[config.mk]
export PLATFORM = sky130hd
export DESIGN_NAME = spi_master_mc_flat
export DESIGN_NICKNAME = d
export VERILOG_FILES = /design/src/rtl/spi_master_mc_if.sv /design/src/rtl/spi_master_mc.sv /design/src/flat_wrapper.sv
export SDC_FILE = /design/constraint.sdc
export NUM_CORES = 1
export LEC_CHECK = 0
export CAP_MARGIN = 20
export CORE_MARGIN = 5
export CORE_UTILIZATION = 56
export CTS_CLUSTER_SIZE = 12
export DETAILED_ROUTE_END_ITERATION = 8
export PLACE_DENSITY_LB_ADDON = 0.1
export SLEW_MARGIN = 20
export SYNTH_ARGS = -nofsm -noshare
export SYNTH_HDL_FRONTEND = slang
export SYNTH_SLANG_ARGS = --single-unit
[constraint.sdc]
create_clock -name clk -period 4.6 [get_ports clk]
set_input_delay 0.46 -clock clk [delete_from_list [all_inputs] [get_ports clk]]
set_output_delay 0.46 -clock clk [all_outputs]
set_load 0.005 [all_outputs]
[src/rtl/spi_master_mc_if.sv]
// Front-end bus of the SPI master: transfer request, runtime config, received word.
interface spi_master_mc_if #(
  parameter int DATA_WIDTH = 32,
  parameter int NUM_CS     = 4,
  parameter int DIV_W      = 8
);
  localparam int CS_W = (NUM_CS > 1) ? $clog2(NUM_CS) : 1;

  logic                  tx_valid;
  logic                  tx_ready;
  logic [DATA_WIDTH-1:0] tx_data;
  logic [1:0]            mode;
  logic [DIV_W-1:0]      clk_div;
  logic                  lsb_first;
  logic [CS_W-1:0]       cs_sel;
  logic                  rx_valid;
  logic [DATA_WIDTH-1:0] rx_data;
  logic                  busy;

  modport master (
    output tx_valid, tx_data, mode, clk_div, lsb_first, cs_sel,
    input  tx_ready, rx_valid, rx_data, busy
  );

  modport slave (
    input  tx_valid, tx_data, mode, clk_div, lsb_first, cs_sel,
    output tx_ready, rx_valid, rx_data, busy
  );
endinterface

[src/rtl/spi_master_mc.sv]
// Full-duplex SPI master: runtime mode/divider/bit order, one-hot active-low chip selects.
// Data is always shifted MSB-side internally; LSB-first is handled by mirroring
// the word on the way in and on the way out.
module spi_master_mc #(
  parameter int DATA_WIDTH = 32,
  parameter int NUM_CS     = 4,
  parameter int DIV_W      = 8
) (
  input  logic              clk,
  input  logic              rst,
  spi_master_mc_if.slave    bus,
  output logic              sclk,
  output logic              mosi,
  input  logic              miso,
  output logic [NUM_CS-1:0] cs_n
);
  localparam int CS_W = (NUM_CS > 1) ? $clog2(NUM_CS) : 1;
  localparam int NT   = 2 * DATA_WIDTH;
  localparam int TC_W = $clog2(NT + 1);

  typedef enum logic [1:0] {IDLE, START_TX, TRANSMIT, END_TX} state_t;

  // transfer settings frozen at acceptance
  typedef struct packed {
    logic             cpha;
    logic [DIV_W-1:0] div;
    logic             lsb;
  } cfg_t;

  state_t                state, state_nxt;
  cfg_t                  cfg;
  logic [DIV_W-1:0]      cnt;
  logic [TC_W-1:0]       tcnt;
  logic [DATA_WIDTH-1:0] tx_sh, rx_sh, tx_ord, rx_ord, rx_data_q;
  logic [NUM_CS-1:0]     cs_dec;
  logic                  accept, tick, toggle, leading, last_tgl;
  logic                  do_drive, do_sample, done, rx_valid_q;

  function automatic logic [DATA_WIDTH-1:0] rev(input logic [DATA_WIDTH-1:0] v);
    logic [DATA_WIDTH-1:0] r;
    for (int i = 0; i < DATA_WIDTH; i++) r[i] = v[DATA_WIDTH-1-i];
    return r;
  endfunction

  assign bus.tx_ready = (state == IDLE);
  assign bus.busy     = (state != IDLE);
  assign bus.rx_valid = rx_valid_q;
  assign bus.rx_data  = rx_data_q;

  // chip-select decode and bit-order mirroring; out-of-range cs_sel selects nothing
  always_comb begin
    cs_dec = '1;
    for (int i = 0; i < NUM_CS; i++)
      if (bus.cs_sel == CS_W'(i)) cs_dec[i] = 1'b0;
    tx_ord = bus.lsb_first ? rev(bus.tx_data) : bus.tx_data;
    rx_ord = cfg.lsb ? rev(rx_sh) : rx_sh;
  end

  // state register
  always_ff @(posedge clk or posedge rst)
    if (rst) state <= IDLE;
    else     state <= state_nxt;

  // next state and per-cycle strobes; tcnt counts toggles already made
  always_comb begin
    state_nxt = state;
    toggle    = 1'b0;
    done      = 1'b0;
    accept    = bus.tx_valid && (state == IDLE);
    tick      = (cnt == cfg.div);
    case (state)
      IDLE:     if (accept) state_nxt = START_TX;
      START_TX: if (tick) begin state_nxt = TRANSMIT; toggle = 1'b1; end
      TRANSMIT: if (tick) begin
                  if (tcnt == TC_W'(NT)) state_nxt = END_TX;
                  else                   toggle    = 1'b1;
                end
      END_TX:   if (tick) begin state_nxt = IDLE; done = 1'b1; end
      default:  state_nxt = IDLE;
    endcase
    leading   = ~tcnt[0];
    last_tgl  = (tcnt == TC_W'(NT - 1));
    // CPHA=0 samples on leading, drives on trailing; CPHA=1 the other way round
    do_sample = toggle && (leading ^ cfg.cpha);
    do_drive  = toggle && (cfg.cpha ? leading : (!leading && !last_tgl));
  end

  // datapath: divider, sclk, shift registers, chip selects, result
  always_ff @(posedge clk or posedge rst)
    if (rst) begin
      cfg        <= '0;
      cnt        <= '0;
      tcnt       <= '0;
      tx_sh      <= '0;
      rx_sh      <= '0;
      sclk       <= 1'b0;
      mosi       <= 1'b0;
      cs_n       <= '1;
      rx_data_q  <= '0;
      rx_valid_q <= 1'b0;
    end else begin
      rx_valid_q <= done;
      cnt        <= (state == IDLE || tick) ? '0 : cnt + 1'b1;
      if (state == IDLE) begin
        sclk <= bus.mode[1];
        mosi <= 1'b0;
        cs_n <= '1;
        if (accept) begin
          cfg  <= '{cpha: bus.mode[0], div: bus.clk_div, lsb: bus.lsb_first};
          tcnt <= '0;
          cs_n <= cs_dec;
          // CPHA=0 presents the first bit before the first edge
          if (bus.mode[0]) tx_sh <= tx_ord;
          else begin
            mosi  <= tx_ord[DATA_WIDTH-1];
            tx_sh <= tx_ord << 1;
          end
        end
      end else begin
        if (toggle) begin
          sclk <= ~sclk;
          tcnt <= tcnt + 1'b1;
        end
        if (do_sample) rx_sh <= {rx_sh[DATA_WIDTH-2:0], miso};
        if (do_drive) begin
          mosi  <= tx_sh[DATA_WIDTH-1];
          tx_sh <= tx_sh << 1;
        end
        if (done) begin
          cs_n      <= '1;
          mosi      <= 1'b0;
          rx_data_q <= rx_ord;
        end
      end
    end
endmodule

[src/flat_wrapper.sv]
// flat-port wrapper written by rule: the top's interface ports become plain ports
module spi_master_mc_flat 
#(
  parameter int DATA_WIDTH = 32,
  parameter int NUM_CS     = 4,
  parameter int DIV_W      = 8
)
  (clk, rst, sclk, mosi, miso, cs_n, bus_tx_valid, bus_tx_data, bus_mode, bus_clk_div, bus_lsb_first, bus_cs_sel, bus_tx_ready, bus_rx_valid, bus_rx_data, bus_busy);
  spi_master_mc_if #(.DATA_WIDTH(DATA_WIDTH), .NUM_CS(NUM_CS), .DIV_W(DIV_W)) bus_i ();
  input  logic clk;
  input  logic rst;
  output logic sclk;
  output logic mosi;
  input  logic miso;
  output logic [NUM_CS-1:0] cs_n;
  input wire logic [$bits(bus_i.tx_valid)-1:0] bus_tx_valid;
  input wire logic [$bits(bus_i.tx_data)-1:0] bus_tx_data;
  input wire logic [$bits(bus_i.mode)-1:0] bus_mode;
  input wire logic [$bits(bus_i.clk_div)-1:0] bus_clk_div;
  input wire logic [$bits(bus_i.lsb_first)-1:0] bus_lsb_first;
  input wire logic [$bits(bus_i.cs_sel)-1:0] bus_cs_sel;
  output wire logic [$bits(bus_i.tx_ready)-1:0] bus_tx_ready;
  output wire logic [$bits(bus_i.rx_valid)-1:0] bus_rx_valid;
  output wire logic [$bits(bus_i.rx_data)-1:0] bus_rx_data;
  output wire logic [$bits(bus_i.busy)-1:0] bus_busy;
  assign bus_i.tx_valid = bus_tx_valid;
  assign bus_i.tx_data = bus_tx_data;
  assign bus_i.mode = bus_mode;
  assign bus_i.clk_div = bus_clk_div;
  assign bus_i.lsb_first = bus_lsb_first;
  assign bus_i.cs_sel = bus_cs_sel;
  assign bus_tx_ready = bus_i.tx_ready;
  assign bus_rx_valid = bus_i.rx_valid;
  assign bus_rx_data = bus_i.rx_data;
  assign bus_busy = bus_i.busy;
  spi_master_mc #(.DATA_WIDTH(DATA_WIDTH), .NUM_CS(NUM_CS), .DIV_W(DIV_W)) u_core (.clk(clk), .rst(rst), .bus(bus_i), .sclk(sclk), .mosi(mosi), .miso(miso), .cs_n(cs_n));
endmodule
; ---- After elaboration in Yosys (flattened, before gate mapping)
; Index checks and enable logic that the tools add are counted.
[classes]
muxes = 36
eq_ne = 14
addsub = 2
n_reduce_logical = 19
n_bitwise = 4
[ops]
columns = operator, n
row1 = $mux W32, 6
row2 = $mux W7, 3
row3 = $mux W1, 16
row4 = $mux W4, 3
row5 = $mux W2, 5
row6 = $ne A2 B1 Y1 const B, 5
row7 = $reduce_and A2 Y1, 5
row8 = $add A8 B1 Y8 const B, 1
row9 = $eq A2 B2 Y1 const B, 4
row10 = $eq A8 B8 Y1, 1
row11 = $mux W8, 1
row12 = $pmux W2 S4, 1
row13 = $reduce_bool A2 Y1, 4
row14 = $add A7 B1 Y7 const B, 1
row15 = $eq A7 B6 Y1 const B, 1
row16 = $eq A7 B7 Y1 const B, 1
row17 = $reduce_and A5 Y1, 1
row18 = $eq A2 B1 Y1 const B, 2
row19 = $logic_and A1 B1 Y1, 4
row20 = $logic_not A2 Y1, 2
row21 = $not A1 Y1, 3
row22 = $reduce_bool A3 Y1, 1
row23 = $pmux W1 S2, 1
row24 = $logic_not A1 Y1, 1
row25 = 2 further kinds, 2
[word_totals]
output_inout_bits = 41
register_bits = 130
input_bits = 49

; ---- Depth between registers and ports, before layout
[logic_depth]
ltp_word = 8
ltp_mapped = 9
depth_no_buf = 7

; ---- Least setup slack after synthesis
; Ideal clock, no wire load.
[synth_path]
kind = register -> register
startpoint = register u_core.cnt[2]
endpoint = register u_core.rx_data_q[10] (netlist: u_core.bus.rx_data[10])
path_buffers = 2
required_time_ns = 4.473
setup_slack_ns = 2.518
path_stages_with_launch = 8
arrival_ns = 1.955
cell_sequence = dfrtp_1 > xor2_1 > nor4_4 > and2_1 > and3_1 > buf_4 > buf_6 > mux2_1
[synth_via]
elab_chain_cells = 4
[synth_rtl]
columns = item, line_no
row1 = start: declaration, spi_master_mc.sv:32  ; logic [DIV_W-1:0] cnt;
row2 = start signal: assignment, spi_master_mc.sv:103  ; cnt <= (state == IDLE || tick) ? '0 : cnt + 1'b1;
row3 = $eq A8 B8 Y1, spi_master_mc.sv:70  ; tick = (cnt == cfg.div);
row4 = $mux W1, spi_master_mc.sv:78  ; END_TX: if (tick) begin state_nxt = IDLE; done = 1'b1; end
row5 = $mux W1, spi_master_mc.sv:71  ; case (state)
row6 = $reduce_and A2 Y1 (no line), -
row7 = end signal: assignment, spi_master_mc.sv:132  ; rx_data_q <= rx_ord;
row8 = end: declaration, spi_master_mc.sv:34  ; logic [DATA_WIDTH-1:0] tx_sh, rx_sh, tx_ord, rx_ord, rx_data_q;
; No other way between the ends.
; A chain may end at the register's enable or synchronous reset.

; ---- Final worst setup path
[layout_path]
startpoint = register u_core.cnt[2]
endpoint = register u_core.rx_sh[30]
[layout_via]
elab_chain_cells = 5
[layout_rtl]
columns = item, line_no
row1 = $eq A8 B8 Y1 *, spi_master_mc.sv:70
row2 = "$mux W1, on equally long branches", "spi_master_mc.sv:74, spi_master_mc.sv:73"
row3 = $pmux W1 S2 *, spi_master_mc.sv:71
row4 = $logic_and A1 B1 Y1 *, spi_master_mc.sv:84  ; do_sample = toggle && (leading ^ cfg.cpha);
row5 = $reduce_and A2 Y1 (no line) *, -
row6 = end signal: assignment, spi_master_mc.sv:124  ; if (do_sample) rx_sh <= {rx_sh[DATA_WIDTH-2:0], miso};
row7 = end: declaration, spi_master_mc.sv:34
; Mark *: on every way between the ends. The rest lies on a longest branch, timed or not.

==> results.md <==
* Via count at between 4,000 and 5,000
* Synth cell types at 52
* P_leak at approximately 3.7 nW
* Total track usage at 19.1%
* Vias in the first global route at 4,531
* Worst setup EP type: flop
* Clk sinks at 130
* TritonCTS clock tree: yes
* Maximum vdd drop at 0.000444 V
* Hold_buf cts at 0
* Worst Path Required at 4890 ps
* Post-CTS Setup Bufs at 0
* Syn Area/Cell at approximately 13 µm²
* Startpoint Class: flop
* # DRC at 0
* Drt wl/cell at approximately 17 µm
* Final worst path period need at 2880 ps
* Fill count at a little under 900
* Commonest non-fill, non-tap cell in the layout: dfrtp_1
* Post-synthesis sequential area ratio at 47.6%
* Antenna Nets Post-Route at 0
* Tightest Pin Transition at around 1100 ps
* Gpl congestion at 0.814
* Die area at 0.0145 mm²
* Dpl hpwl at 8960 µm
* Max_slew headroom at 29.3%
* Hold Path Origin: u_core.bus.rx_data[12]$_DFFE_PP0P_
* Beginning of the worst register-to-register path: u_core.cnt[2]$_DFF_PP0_
* Via density at 5.79
* Top FF cell, synth: dfrtp_1
* Worst-case hold slack at 478 ps
* Initial DRC count at 253
* CP Class: reg2reg
* Mapped Area at 0.00685 mm²
* Synthesized Nets at 564
* Run status: complete, no violations
* Crit-path slowest cell: nor2_4
* WP buf/inv at 1
* Worst Hold Class: reg2reg
* Initial Utilization at 57.0%
* Reg clk slew, reported paths at 50 ps
* Core Footprint at 0.0120 mm²
* Slew Viols, Final at 0
* Final Skew at around 15 ps
* GRT Residual Overflow at 0
* Util after Layout at ~69%
* I/O pins at 90
* CP cell instances: xor2_1 -> nor4_4 -> nand4_4 -> nor2_4 -> buf_4 -> mux2_1
* Largest net degree at the start of global routing at 60
* RSZ-0062 raised after global routing: no
* I/O Buffers at between 80 and 90
* Commonest cells after routing, fill and taps aside: dfrtp_1 (126), clkdlybuf4s50_1 (87), nand2_1 (43), mux2_2 (35), mux2_1 (34)
* CP Data Arrival Time at 3170 ps
* Max-cap violations at 0
* CTS Buffer Depth at 2
* Layout cells sized above 1 at ~29%
* Final wirelength at 12,800 µm
* Max frequency at around 0.35 GHz
* Flops & latches, synth at 130
* PD cells at 460 mW/mm²
* Global-route wire length before repair at 22,200 µm
* Post_cts resized at 0
* Chip Height at 121 µm
* TritonCTS buffer count at 17
* Asr flop ratio synth at 100%
* Area Growth Syn to Fin at 20.8%
* Tot Pwr at ~3.8 mW
* CTS Root Cell: clkbuf_16
* Worst setup path start: u_core.cnt[2]$_DFF_PP0_
* DIE WIDTH at between 100 and 150 µm
* Post-layout nets at 646
* Initial antenna violation count at 0
* Critical Path Max Stage Delay at about 620 ps
* Fin. Hold Viols at 0
* CP Max Fanout at 17
* Final setup TNS at 0 ps
* Post-Syn Instances at 508
* Cell family with most CP delay: simple AND/OR/NAND/NOR gates
* Clk Latency, worst-skew pair at 420 ps
* Number of synthesized flops with an enable pin at 0
* Rows at 40
* Initial DRT Pass Iterations at 4
* Inserted Diodes at 0
* # H-tree levels at 4
* Final setup vio count at 0
* Synthesis Warnings at 0
* Final worst-path cycle share at 62.7%
==> cells by family after synthesis <==
kind of cell	count (synthesis)	synth area share (%)
xor+xnor	16	2.05
flops	130	47.6
compound gates	58	8.06
mux	133	27.8
buf+inv	47	3.82
fa+ha+maj	7	1.28
simple gates	117	9.41
==> flip-flops by register name (all words and copies together) (netlist names) <==
register / flops
u_core.bus.rx_data: 32
u_core.bus.rx_valid: 1
u_core.cfg: 10
u_core.cnt: 8
u_core.cs_n: 4
u_core.mosi: 1
u_core.rx_sh: 32
u_core.sclk: 1
u_core.state: 2
u_core.tcnt: 7
u_core.tx_sh: 32
==> per-stage QoR <==
stage	cell area, µm²	std cells	worst slack [ps]
global route	8270	747	1540
global placement	7760	718	1810
CTS	8270	747	1700
floorplan	6850	508	677
detailed placement	7760	718	1720
finish	8270	747	1720
==> cells in the mapped netlist, drive strengths merged (6+ instances only) <==
cell    count  area [µm²]
o21ai       6        30.0
buf        22         168
xor2       13         114
nand3       8        40.0
ha          7        87.6
inv        13        48.8
clkbuf     12        45.0
mux2i       7        70.1
o221a      31         358
dfrtp     126        3150
nand2      43         161
or2        30         188
nor2       13        56.3
mux2       99        1230
mux4       27         608
==> power by group <==
part / leakage, nW / total, mW / internal (mW) / switching [mW]
sequential: 1.68 / 1.58 / 1.40 / 0.177
clock: 0.238 / 1.15 / 0.686 / 0.463
combinational: 1.74 / 1.07 / 0.548 / 0.527
==> path summary, 6_finish.rpt <==
check                                                     endpoint  slack, ps  cells after the start
worst max-delay path                  u_core.rx_sh[30]$_DFFE_PP0P_       1720                      6
worst min-delay path            u_core.bus.rx_data[12]$_DFFE_PP0P_        480                      1
worst max register to register        u_core.rx_sh[30]$_DFFE_PP0P_       1720                      6
worst min register to register  u_core.bus.rx_data[12]$_DFFE_PP0P_        480                      1
max in group asynchronous             u_core.tx_sh[18]$_DFFE_PP0P_       3130                      3
min in group asynchronous       u_core.bus.rx_data[15]$_DFFE_PP0P_        510                      2
==> cell type report <==
cell class	count	area, µm²	area share, %
Tap cell	147	184	2.22
Clock buffer	19	443	5.35
Clock inverter	10	66.3	0.802
Inverter	13	51.3	0.620
Multi-Input combinational cell	331	3330	40.2
Sequential cell	130	3260	39.4
Timing Repair Buffer	97	941	11.4
==> routing by layer <==
layer	part of all wire, %	track usage (%)
met1	46	25.8
met2	48	30.1
met3	4.5	4.86
met4	1.3	6.66
met5	0	0
(Power assumes the default switching activity.)
